===== config.mk =====
export PLATFORM = sky130hd
export DESIGN_NAME = div_host_link
export DESIGN_NICKNAME = d
export VERILOG_FILES = /design/src/rtl/div_host_link.sv
export SDC_FILE = /design/constraint.sdc
export NUM_CORES = 1
export LEC_CHECK = 0
export CORE_MARGIN = 2
export CORE_UTILIZATION = 48
export DETAILED_ROUTE_END_ITERATION = 7
export PLACE_DENSITY = 0.76
export SYNTH_ARGS = -nofsm -noshare
export SYNTH_HDL_FRONTEND = slang
export SYNTH_SLANG_ARGS = --single-unit

===== constraint.sdc =====
create_clock -name clk -period 1.7 [get_ports clk]
set_input_delay 0.34 -clock clk [delete_from_list [all_inputs] [get_ports clk]]
set_output_delay 0.34 -clock clk [all_outputs]
set_load 0.005 [all_outputs]

===== src/rtl/div_host_link.sv =====
// ============================================================================
// Module  : div_host_link
// Brief   : Host-side initiator for the byte-stream divider protocol. It sends
//           the dividend and divisor as four bytes, then collects the four
//           response bytes and rebuilds the quotient and remainder.
//           Optional macro DIVZERO_CHECK_EN rejects divisor==0 locally.
// Revision: 1.0 - initial release
// ============================================================================
`default_nettype none

module div_host_link #(
    parameter int BYTE_GAP     = 16,
    parameter int RESP_TIMEOUT = 100000
) (
    input  logic        clk,
    input  logic        rst,
    input  logic        start,
    input  logic [15:0] dividend,
    input  logic [15:0] divisor,
    output logic        tx_valid,
    output logic [7:0]  tx_byte,
    input  logic        rx_valid,
    input  logic [7:0]  rx_byte,
    output logic        busy,
    output logic        done,
    output logic        err,
    output logic [15:0] quotient,
    output logic [15:0] remainder
);

    localparam int GAP_W = $clog2(BYTE_GAP + 1);
    localparam int TO_W  = $clog2(RESP_TIMEOUT + 1);

    typedef enum logic [1:0] {
        S_IDLE      = 2'd0,
        S_SEND      = 2'd1,
        S_WAIT_RESP = 2'd2,
        S_FINISH    = 2'd3
    } state_t;

    state_t             r_state,   w_state_n;
    logic [1:0]         r_idx,     w_idx_n;
    logic [GAP_W-1:0]   r_gap,     w_gap_n;
    logic [TO_W-1:0]    r_tcnt,    w_tcnt_n;
    logic [1:0]         r_rcnt,    w_rcnt_n;
    logic [31:0]        r_asm,     w_asm_n;
    logic [15:0]        r_dvd,     w_dvd_n;
    logic [15:0]        r_dvs,     w_dvs_n;
    logic [15:0]        r_quo,     w_quo_n;
    logic [15:0]        r_rem,     w_rem_n;
    logic [7:0]         r_tx_hold, w_tx_hold_n;
    logic               r_done,    w_done_n;
    logic               r_err,     w_err_n;
`ifdef DIVZERO_CHECK_EN
    logic               r_dz,      w_dz_n;
`endif

    logic               w_strobe;
    logic [7:0]         w_tx_cur;

    always_comb begin
        w_tx_cur = r_dvd[15:8];
        case (r_idx)
            2'd0:    w_tx_cur = r_dvd[15:8];
            2'd1:    w_tx_cur = r_dvd[7:0];
            2'd2:    w_tx_cur = r_dvs[15:8];
            default: w_tx_cur = r_dvs[7:0];
        endcase
    end

    always_comb begin
        w_state_n   = r_state;
        w_idx_n     = r_idx;
        w_gap_n     = r_gap;
        w_tcnt_n    = r_tcnt;
        w_rcnt_n    = r_rcnt;
        w_asm_n     = r_asm;
        w_dvd_n     = r_dvd;
        w_dvs_n     = r_dvs;
        w_quo_n     = r_quo;
        w_rem_n     = r_rem;
        w_tx_hold_n = r_tx_hold;
        w_done_n    = 1'b0;
        w_err_n     = 1'b0;
        w_strobe    = 1'b0;
`ifdef DIVZERO_CHECK_EN
        w_dz_n      = r_dz;
`endif
        case (r_state)
            S_IDLE: begin
                if (start) begin
                    w_dvd_n   = dividend;
                    w_dvs_n   = divisor;
                    w_idx_n   = 2'd0;
                    w_gap_n   = '0;
                    w_state_n = S_SEND;
`ifdef DIVZERO_CHECK_EN
                    // FINISH is reused as the single busy cycle of a rejection.
                    w_dz_n = 1'b0;
                    if (divisor == 16'h0000) begin
                        w_state_n = S_FINISH;
                        w_dz_n    = 1'b1;
                        w_err_n   = 1'b1;
                        w_quo_n   = 16'hFFFF;
                        w_rem_n   = dividend;
                    end
`endif
                end
            end
            S_SEND: begin
                if (r_gap == '0) begin
                    w_strobe    = 1'b1;
                    w_tx_hold_n = w_tx_cur;
                    if (r_idx == 2'd3) begin
                        w_state_n = S_WAIT_RESP;
                        w_tcnt_n  = '0;
                        w_rcnt_n  = 2'd0;
                    end else begin
                        w_idx_n = r_idx + 2'd1;
                        w_gap_n = GAP_W'(BYTE_GAP);
                    end
                end else begin
                    w_gap_n = r_gap - 1'b1;
                end
            end
            S_WAIT_RESP: begin
                // A byte arriving on the terminal-count cycle takes priority.
                if (rx_valid) begin
                    w_asm_n  = {r_asm[23:0], rx_byte};
                    w_tcnt_n = '0;
                    w_rcnt_n = r_rcnt + 2'd1;
                    if (r_rcnt == 2'd3) begin
                        w_state_n = S_FINISH;
                    end
                end else if (r_tcnt == TO_W'(RESP_TIMEOUT - 1)) begin
                    w_tcnt_n  = '0;
                    w_err_n   = 1'b1;
                    w_state_n = S_IDLE;
                end else begin
                    w_tcnt_n = r_tcnt + 1'b1;
                end
            end
            default: begin
                w_state_n = S_IDLE;
`ifdef DIVZERO_CHECK_EN
                if (r_dz) begin
                    w_dz_n = 1'b0;
                end else begin
                    w_quo_n  = r_asm[31:16];
                    w_rem_n  = r_asm[15:0];
                    w_done_n = 1'b1;
                end
`else
                w_quo_n  = r_asm[31:16];
                w_rem_n  = r_asm[15:0];
                w_done_n = 1'b1;
`endif
            end
        endcase
    end

    always_ff @(posedge clk) begin
        if (rst) begin
            r_state   <= S_IDLE;
            r_idx     <= 2'd0;
            r_gap     <= '0;
            r_tcnt    <= '0;
            r_rcnt    <= 2'd0;
            r_asm     <= 32'h0;
            r_dvd     <= 16'h0;
            r_dvs     <= 16'h0;
            r_quo     <= 16'h0;
            r_rem     <= 16'h0;
            r_tx_hold <= 8'h0;
            r_done    <= 1'b0;
            r_err     <= 1'b0;
`ifdef DIVZERO_CHECK_EN
            r_dz      <= 1'b0;
`endif
        end else begin
            r_state   <= w_state_n;
            r_idx     <= w_idx_n;
            r_gap     <= w_gap_n;
            r_tcnt    <= w_tcnt_n;
            r_rcnt    <= w_rcnt_n;
            r_asm     <= w_asm_n;
            r_dvd     <= w_dvd_n;
            r_dvs     <= w_dvs_n;
            r_quo     <= w_quo_n;
            r_rem     <= w_rem_n;
            r_tx_hold <= w_tx_hold_n;
            r_done    <= w_done_n;
            r_err     <= w_err_n;
`ifdef DIVZERO_CHECK_EN
            r_dz      <= w_dz_n;
`endif
        end
    end

    // The byte is presented live on its strobe cycle and held afterwards.
    assign tx_valid  = w_strobe;
    assign tx_byte   = w_strobe ? w_tx_cur : r_tx_hold;
    assign busy      = (r_state != S_IDLE);
    assign done      = r_done;
    assign err       = r_err;
    assign quotient  = r_quo;
    assign remainder = r_rem;

endmodule

`default_nettype wire


### Yosys cells after proc, flatten, opt, wreduce, memory -nomap -nowiden

Index checks and enable logic that the tools add are counted.

* flip-flop bits (word level): 134
* input bits: 44

* add/sub/neg operators: 4
* equal/unequal tests: 15
* muxes and demuxes: 30
* bitwise logic cells: 1
* reductions and logical operators: 16

Operators by type and width (number)
* 2-to-1 mux 17 bit: 4
* case mux 17 bit (2 select lines): 1
* 2-to-1 mux 2 bit: 12
* case mux 8 bit (3 select lines): 1
* adder 17 x 1 -> 17 bit (second input constant): 1
* == test 17 bit (second input constant): 1
* 2-to-1 mux 5 bit: 3
* != test 2 bit (second input constant): 5
* case mux 5 bit (2 select lines): 1
* != test 3 bit (second input constant): 3
* == test 2 bit (second input constant): 4
* 2-to-1 mux 8 bit: 1
* case mux 2 bit (2 select lines): 2
* AND reduction 4 bit: 2
* case mux 2 bit (3 select lines): 1
* AND reduction 2 bit: 3
* AND reduction 3 bit: 2
* nonzero test 2 bit: 3
* OR reduction 3 bit: 2
* zero test 5 bit: 1
* AND reduction 5 bit: 1
* subtractor 5 x 1 -> 5 bit (second input constant): 1
* adder 2 x 1 -> 2 bit (second input constant): 2
* == test 2 x 1 -> 1 bit (second input constant): 2
* other kinds (3): 7

### Longest topological paths before layout

Gate-level depths: netlist (run 1).

* word-level depth: 4
* mapped depth: 8

### Worst setup path before layout (run 1)

No wires, ideal clock.

* path kind: flip-flop to output port
* start: register r_gap[0]
* end: output port tx_byte[7]
* arrival time: 1.416 ns
* setup slack: -0.056 ns
* stages on the path, launching flop included: 7
* cells stage by stage: dfxtp_1 inv_1 ha_1 nor4b_4 nand2_2 buf_2 o21ai_1

* cells in the longest elaborated chain, start to end: 4

RTL lines
* start, declared: RTL line 43 `logic [GAP_W-1:0] r_gap, w_gap_n;`
* start signal, assigned: RTL line 183 `r_gap <= w_gap_n;`
* zero test 5 bit: RTL line 111 `if (r_gap == '0) begin`
* 2-to-1 mux 1 bit: RTL line 111
* 2-to-1 mux 1 bit: RTL line 89 `case (r_state)`
* 2-to-1 mux 8 bit: RTL line 202 `assign tx_byte = w_strobe ? w_tx_cur : r_tx_hold;`
* end, declared: RTL line 21 `output logic [7:0] tx_byte,`

No other way between the ends.

### Worst setup path in the final report (run 1)

* start: register r_idx[1]
* end: output port tx_byte[7]

* cells in the longest elaborated chain, start to end: 3

RTL lines
* start, declared: RTL line 42 `logic [1:0] r_idx, w_idx_n;`
* start signal, assigned: RTL line 182 `r_idx <= w_idx_n;`
* == test 2 bit, or another cell as far along: RTL line 63 `case (r_idx)`
* case mux 8 bit (3 select lines) (*): RTL line 63
* 2-to-1 mux 8 bit (*): RTL line 202

Mark *: on every way between the ends. The rest lies on a longest branch, timed or not.

==> metrics, run 1 <==
FF-to-FF End=r_tcnt[11]$_SDFFE_PP0P_; largest net degree at the start of global routing=71; final worst-path cycle share=1.413; endpoints failing hold=0; drt first pass iters=8; CTS Hold Bufs=0; Residual DRC=1; violated checks=design-rule violations, negative setup slack; min cycle time layout=2.402 ns; filler instances=809; worst-path maximum fanout=8; met2 Usage GRT=0.4339; Reg2Reg Depth=10; PortBufs=just under 90; critical path type=register to primary output; commonest non-fill, non-tap cell in the layout=nand2_1; power per cell area=1056 mW/mm^2; GPL Wtd Cong=just over 0.9; Pleak=approximately 3.0 nW; Worst Hold Depth=4; IR drop worst, VDD=727.6 uV; Worst Hold Launch=rst; Hold Slack=0.2661 ns; # rows=38; IO Count=88; number of max-cap violations=0; Skew-Pair Late Insertion Delay=0.53 ns; fmax=0.4163 GHz; total power=0.008018 W; DP Worst Slack=-0.5021 ns; Routed Wire Length=15,350 um; Antenna Cells=0; WHS Endpoint=err$_SDFF_PP0_; Yosys reg bits=between 100 and 150; unrepaired setup endpoints after global routing=yes; met1 usage=0.3164; clock-pin slew on the worst setup and hold paths=0.06 ns; Seq/Total Area, Yosys=0.5035; Initial Utilization=0.4915; chip width=109.4 um; RR Startpoint=r_gap[1]$_SDFFE_PP0P_; Post-Syn Nets=727; Crit. End Element=primary output; max_slew headroom=0.5345; die area=0.01196 mm^2; Hold Path Class=input pin to register; DRT iter0 DRCs=just under 400; Crit. Startpoint=r_idx[1]$_SDFFE_PP0P_; max-slew violations=0; Syn-to-layout area delta=42.46%; number of global-route vias before repair=5,023; DP HPWL=9427 um; vias per cell=5.569; clk_skew=0.009565 ns; GRT Overall Usage=0.2579; Avg Cell Area, Syn=7.881 um^2; setup slack after layout=-0.7020 ns; Core ar.=about 0.011 mm^2; first-pass GRT wire length=between 20,000 and 25,000 um; CTS HTree Levels=4; share of cells above drive strength 1=0.2207; initial antenna violation count=0; R2R setup slack=-0.11 ns; GR peak layer=met2; most frequent cells in the layout=nand2_1 (216), dfxtp_1 (123), a21oi_1 (105), buf_4 (46), clkdlybuf4s50_1 (44); average wire per standard cell=16.14 um; CP required=1.36 ns; CTS tree=built; outcome=complete, but fails checks; die height=109.4 um; total CTS buffers=17; Arr. time, crit path=2.06 ns; Post-DRT Antenna Nets=0; met3 usage=0.07647; Mapped Cells=676; final setup vio count=24; detailed-route via count=5,296; Yosys warning total=0; fin nets=849; grt total ovfl=0; clock root buffer=clkbuf_8; deepest clock path buffer count=2; CTS Sinks=134; Worst-Margin Slew=0.6982 ns; Mapped Area=0.005328 mm^2; synth unique cells=45; critical path startpoint category=register
## cells in the mapped netlist (all sizes together)
library cell	n	area [um^2]
nor2b	3	18.77
xor2	6	52.55
ha	7	87.58
o31ai	1	7.510
a31o	1	8.760
or2	4	25.02
or4b	1	10.01
nand4	5	31.28
and3	2	12.51
inv	7	26.28
o21ai	15	75.07
or3	1	6.260
a31oi	8	56.30
buf	9	43.79
and4b	1	10.01
a222oi	8	80.08
and2b	1	7.510
and4	2	17.52
xnor2	3	26.28
nor4	2	25.02
o211ai	2	15.01
clkbuf	36	135.1
or4	1	7.510
a21o	3	22.52
dfxtp	134	2683
nor4b	3	41.29
mux2i	3	30.03
nor2	29	108.9
and2	14	87.58
nand2b	3	18.77
nor3	8	40.04
nand4b	1	8.760
nand3	9	45.04
nand2	223	839.6
a21oi	115	575.6
o2111ai	1	8.760
o22a	1	8.760
a311oi	1	8.760
nor3b	1	7.510
a22oi	1	7.510
## through the flow
| stage | utilization | cells | TNS (ns) | instance area (um^2) |
|---|---|---|---|---|
| 5_1_grt | 0.7001 | 951 | -7.813 | 7590 |
| 3_3_place_gp | 0.6075 | 903 | -3.391 | 6585 |
| 2_1_floorplan | - | 676 | 0 | 5340 |
| 3_5_place_dp | 0.6075 | 903 | -4.606 | 6585 |
| 6_report | 0.7001 | 951 | -6.407 | 7590 |
| 4_1_cts | 0.6821 | 946 | -5.149 | 7395 |
## area by class of cell
type	count	area, um^2	share of cell area
timing repair buffer	147	1351	0.1780
clock inverter	14	163.9	0.02160
multi-input combinational	491	2754	0.3628
sequential	134	2699	0.3556
tap	140	175.2	0.02308
clock buffer	18	417.9	0.05506
inverter	7	28.78	0.003792
## cell families (layout without fill, tap and decap cells)
family                     count (synthesis)  in the layout  synth area share
DFF                                      134            134            0.5035
adders and majority gates                  7              7           0.01644
and+or+nand+nor                          314            315            0.2569
xor gates and xnor gates                   9              9           0.01480
AOI/OAI and AO/OA                        157            157            0.1642
buffers and inverters                     52            186           0.03852
muxes                                      3              3          0.005637
## metal layers
| metal | vias up | share of wire |
|---|---|---|
| met5 | - | 0 |
| met4 | 0 | 0.022 |
| met3 | 37 | 0.086 |
| met2 | 248 | 0.50 |
| met1 | 2489 | 0.39 |
| li1 | 2522 | - |
## state kept, by name (all words and copies together) (netlist names), 2 cells and up
name / cells
r_tcnt: 17
r_dvs: 16
remainder: 16
quotient: 16
r_gap: 5
r_idx: 2
r_state: 2
r_asm: 32
r_rcnt: 2
r_dvd: 16
r_tx_hold: 8
## how the worst max path moves through the flow
stage                 end  depth (start not counted)  slack, ns
3_3_place_gp   tx_byte[3]                          6      -0.39
3_5_place_dp   tx_byte[7]                          7      -0.50
5_1_grt        tx_byte[5]                          7      -0.74
6_report       tx_byte[7]                          7      -0.70
2_1_floorplan  tx_byte[7]                          7      0.004
4_1_cts        tx_byte[2]                          7      -0.62
## worst max-delay path: stages (launching register included)
cell and delay, ns:
dfxtp_4 0.36, buf_6 0.12, ha_4 0.18, a222oi_1 0.42
nor2_1 0.13, a21oi_2 0.15, o21ai_2 0.06, buf_2 0.12
## where the power goes
group,total [W],internal [W],leakage (nW),switching (W)
logic,0.00110,0.000534,1.64,0.000569
registers,0.00329,0.00322,1.09,0.0000665
clock network,0.00362,0.00213,0.281,0.00149
total,0.00802,0.00589,3.02,0.00213
## what timing repair did
action | 4_1_cts | 5_1_grt
resized for setup | 126 | 45
setup endpoints to repair | 59 | 44
cloned | 1 | 0
buffers inserted | 12 | 6
pin swaps | 33 | 27
Power figures use the tool's default switching activity.
==> run 2, diff against run 1 <==
REMOVE_ABC_BUFFERS = 1   (was unset)
==> run 2 against run 1 <==
- final cell count is 0.42% higher
- total power rose by 2.0%
- largest cell class unchanged
- clock skew decreased by 0.0014 ns
- the flow finishes with violations (negative setup slack)
==> metrics, run 2 (same netlist as run 1, synthesis figures left out) <==
Post-DRT Antenna Nets=0 (unchanged); largest registers=r_asm (32), r_tcnt (17); CTS HTree Levels=4 (unchanged); Routed Wire Length=16,210 um (+5.6%); GRT Overall Usage=0.2492 (-0.008754); CTS Hold Bufs=0 (unchanged); total power=0.008181 W (+2.0%); number of max-cap violations=0 (unchanged); number of global-route vias before repair=5,023 (unchanged); Crit. Startpoint=r_idx[1]$_SDFFE_PP0P_; deepest clock path buffer count=2 (unchanged); RR Startpoint=r_gap[0]$_SDFFE_PP0P_; Residual DRC=0 (-1); largest net degree at the start of global routing=105 (+48%); Arr. time, crit path=2.04 ns (-0.02 ns); CTS tree=built; CP required=1.36 ns (about the same); power per cell area=1054 mW/mm^2 (-0.26%); DP HPWL=8465 um (-10%); max_slew headroom=0.7043 (+0.1698); vias per cell=5.647 (+1.4%); final worst-path cycle share=1.400 (-0.01332); critical path startpoint category=register; first-pass GRT wire length=23,210 um (-3.4%); clock-pin slew on the worst setup and hold paths=0.06 ns (about the same); die height=109.4 um (unchanged); unrepaired setup endpoints after global routing=yes; # rows=38 (unchanged); average wire per standard cell=16.97 um (+5.1%); Pleak=3.069 nW (+1.7%); filler instances=743 (-8.2%); initial antenna violation count=0 (unchanged); Crit. End Element=primary output; Antenna Cells=0 (unchanged); outcome=complete, but fails checks; Core ar.=0.01084 mm^2 (unchanged); grt total ovfl=0 (unchanged); sw frac=0.2633 (-0.002324); Layout Utilization=0.7163 (+0.01616); FF-to-FF End=r_tcnt[12]$_SDFFE_PP0P_; drt first pass iters=6 (-2); Reg with most FFs=r_asm; Placed Instances=903 (unchanged); setup slack after layout=-0.6794 ns (+0.02264 ns); fin nets=853 (+0.47%); critical path type=register to primary output; violated checks=negative setup slack; Switching Power=0.002154 W (+1.1%); share of cells above drive strength 1=0.2393 (+0.01855); total CTS buffers=17 (unchanged); chip width=109.4 um (unchanged); IO Count=88 (unchanged); clock share of power=0.443 (-0.009); Internal=0.006027 W (+2.4%); most frequent cells in the layout=nand2_1 (217), dfxtp_1 (118), a21oi_1 (102), clkdlybuf4s50_1 (42), buf_4 (42); DRT iter0 DRCs=505 (+29%); GPL Wtd Cong=0.8739 (-5.8%); final cell count without fillers=955 (+0.42%); max-slew violations=0 (unchanged); Skew-Pair Late Insertion Delay=0.53 ns (about the same); commonest non-fill, non-tap cell in the layout=nand2_1; Syn-to-layout area delta=45.75%; Critical Path End=tx_byte[4]; Combinational Power Share=0.155 (+0.017); Worst-Margin Slew=0.4436 ns (-0.2546 ns); sum of negative setup slack=-8.852 ns (-2.445 ns); R2R setup slack=-0.30 ns (-0.19 ns); min cycle time layout=2.379 ns (-0.02264 ns); clk_skew=0.008135 ns (-0.001430 ns); Hold Path Class=input pin to register; Initial Utilization=0.4915 (unchanged); worst-path maximum fanout=6 (-2); PortBufs=87 (unchanged); endpoints failing hold=0 (unchanged); die area=0.01196 mm^2 (unchanged); IR drop worst, VDD=589.8 uV (-19%); clock root buffer=clkbuf_8; CTS Sinks=134 (unchanged); max reg flops=32 (unchanged); final setup vio count=36 (+50%); Seq pwr share=0.402 (-0.008); fmax=0.4203 GHz (+0.95%); detailed-route via count=5,393 (+1.8%); Reg2Reg Depth=10 (unchanged)
-- run 2: changes by cell type in the layout (fill, tap and decap cells not counted), moves of 4 or more --
cell | previous run | this run
buf_6 | 9 | 13
dfxtp_1 | 123 | 118
buf_4 | 46 | 42
buf_12 | 5 | 9
dlygate4sd2_1 | 27 | 32
dfxtp_2 | 10 | 16
-- run 2: layout make-up --
| class | instances | area [um^2] | share of cell area |
|---|---|---|---|
| Multi-Input combinational cell | 491 | 2839 | 0.3656 |
| Tap cell | 140 | 175.2 | 0.02256 |
| Inverter | 7 | 28.78 | 0.003706 |
| Timing Repair Buffer | 151 | 1433 | 0.1845 |
| Clock buffer | 19 | 441.7 | 0.05688 |
| Sequential cell | 134 | 2703 | 0.3480 |
| Clock inverter | 13 | 145.1 | 0.01869 |
-- run 2: critical path: stages, from the launching register on --
cell	delay (ns)
dfxtp_2	0.33
buf_6	0.12
ha_4	0.18
a222oi_1	0.39
nor2_1	0.14
a21oi_2	0.14
o21ai_2	0.09
buf_2	0.13
-- run 2: layer usage --
metal  global-route usage  wire [um]
met5                    0          0
met2               0.4299       8137
met4               0.1257        821
met3              0.06343       1042
met1               0.2849       6206
-- run 2: stage by stage --
stage                     hold slack [ns]  cell area [um^2]  setup WS (ns)
final                              0.1513              7765        -0.6794
after global routing               0.1429              7765        -0.7394
after CTS                         0.08342              7423        -0.6615
after detailed placement           0.4472              6605        -0.4613
after global placement             0.4404              6605        -0.4087
after floorplan                    0.4091              5149       -0.04995
-- run 2: worst min-delay path by stage --
stage / start / to / slack, ns / depth (start not counted)
2_1_floorplan: rst / quotient[0]$_SDFFE_PP0P_ / 0.41 / 1
3_3_place_gp: r_asm[28]$_SDFFE_PP0P_ / quotient[12]$_SDFFE_PP0P_ / 0.44 / 2
3_5_place_dp: r_dvd[3]$_SDFFE_PP0P_ / r_dvd[3]$_SDFFE_PP0P_ / 0.45 / 2
4_1_cts: rst / r_tcnt[15]$_SDFFE_PP0P_ / 0.08 / 2
5_1_grt: rst / r_tcnt[0]$_SDFFE_PP0P_ / 0.14 / 2
6_report: rst / r_tcnt[0]$_SDFFE_PP0P_ / 0.15 / 2
-- run 2: power by group through the flow --
stage / Sequential [W] / Combinational, W / Clock [W]
floorplan: 0.00333 / 0.000342 / 0
global placement: 0.00333 / 0.000720 / 0
detailed placement: 0.00334 / 0.000745 / 0
CTS: 0.00328 / 0.000933 / 0.00363
global route: 0.00329 / 0.00133 / 0.00381
finish: 0.00329 / 0.00127 / 0.00362
-- run 2: timing repair --
item / 4_1_cts / 5_1_grt
pin swaps: 27 / 43
cloned: 1 / 0
endpoints found under the setup margin: 53 / 41
gates resized for setup: 135 / 62
setup buffers: 9 / 12
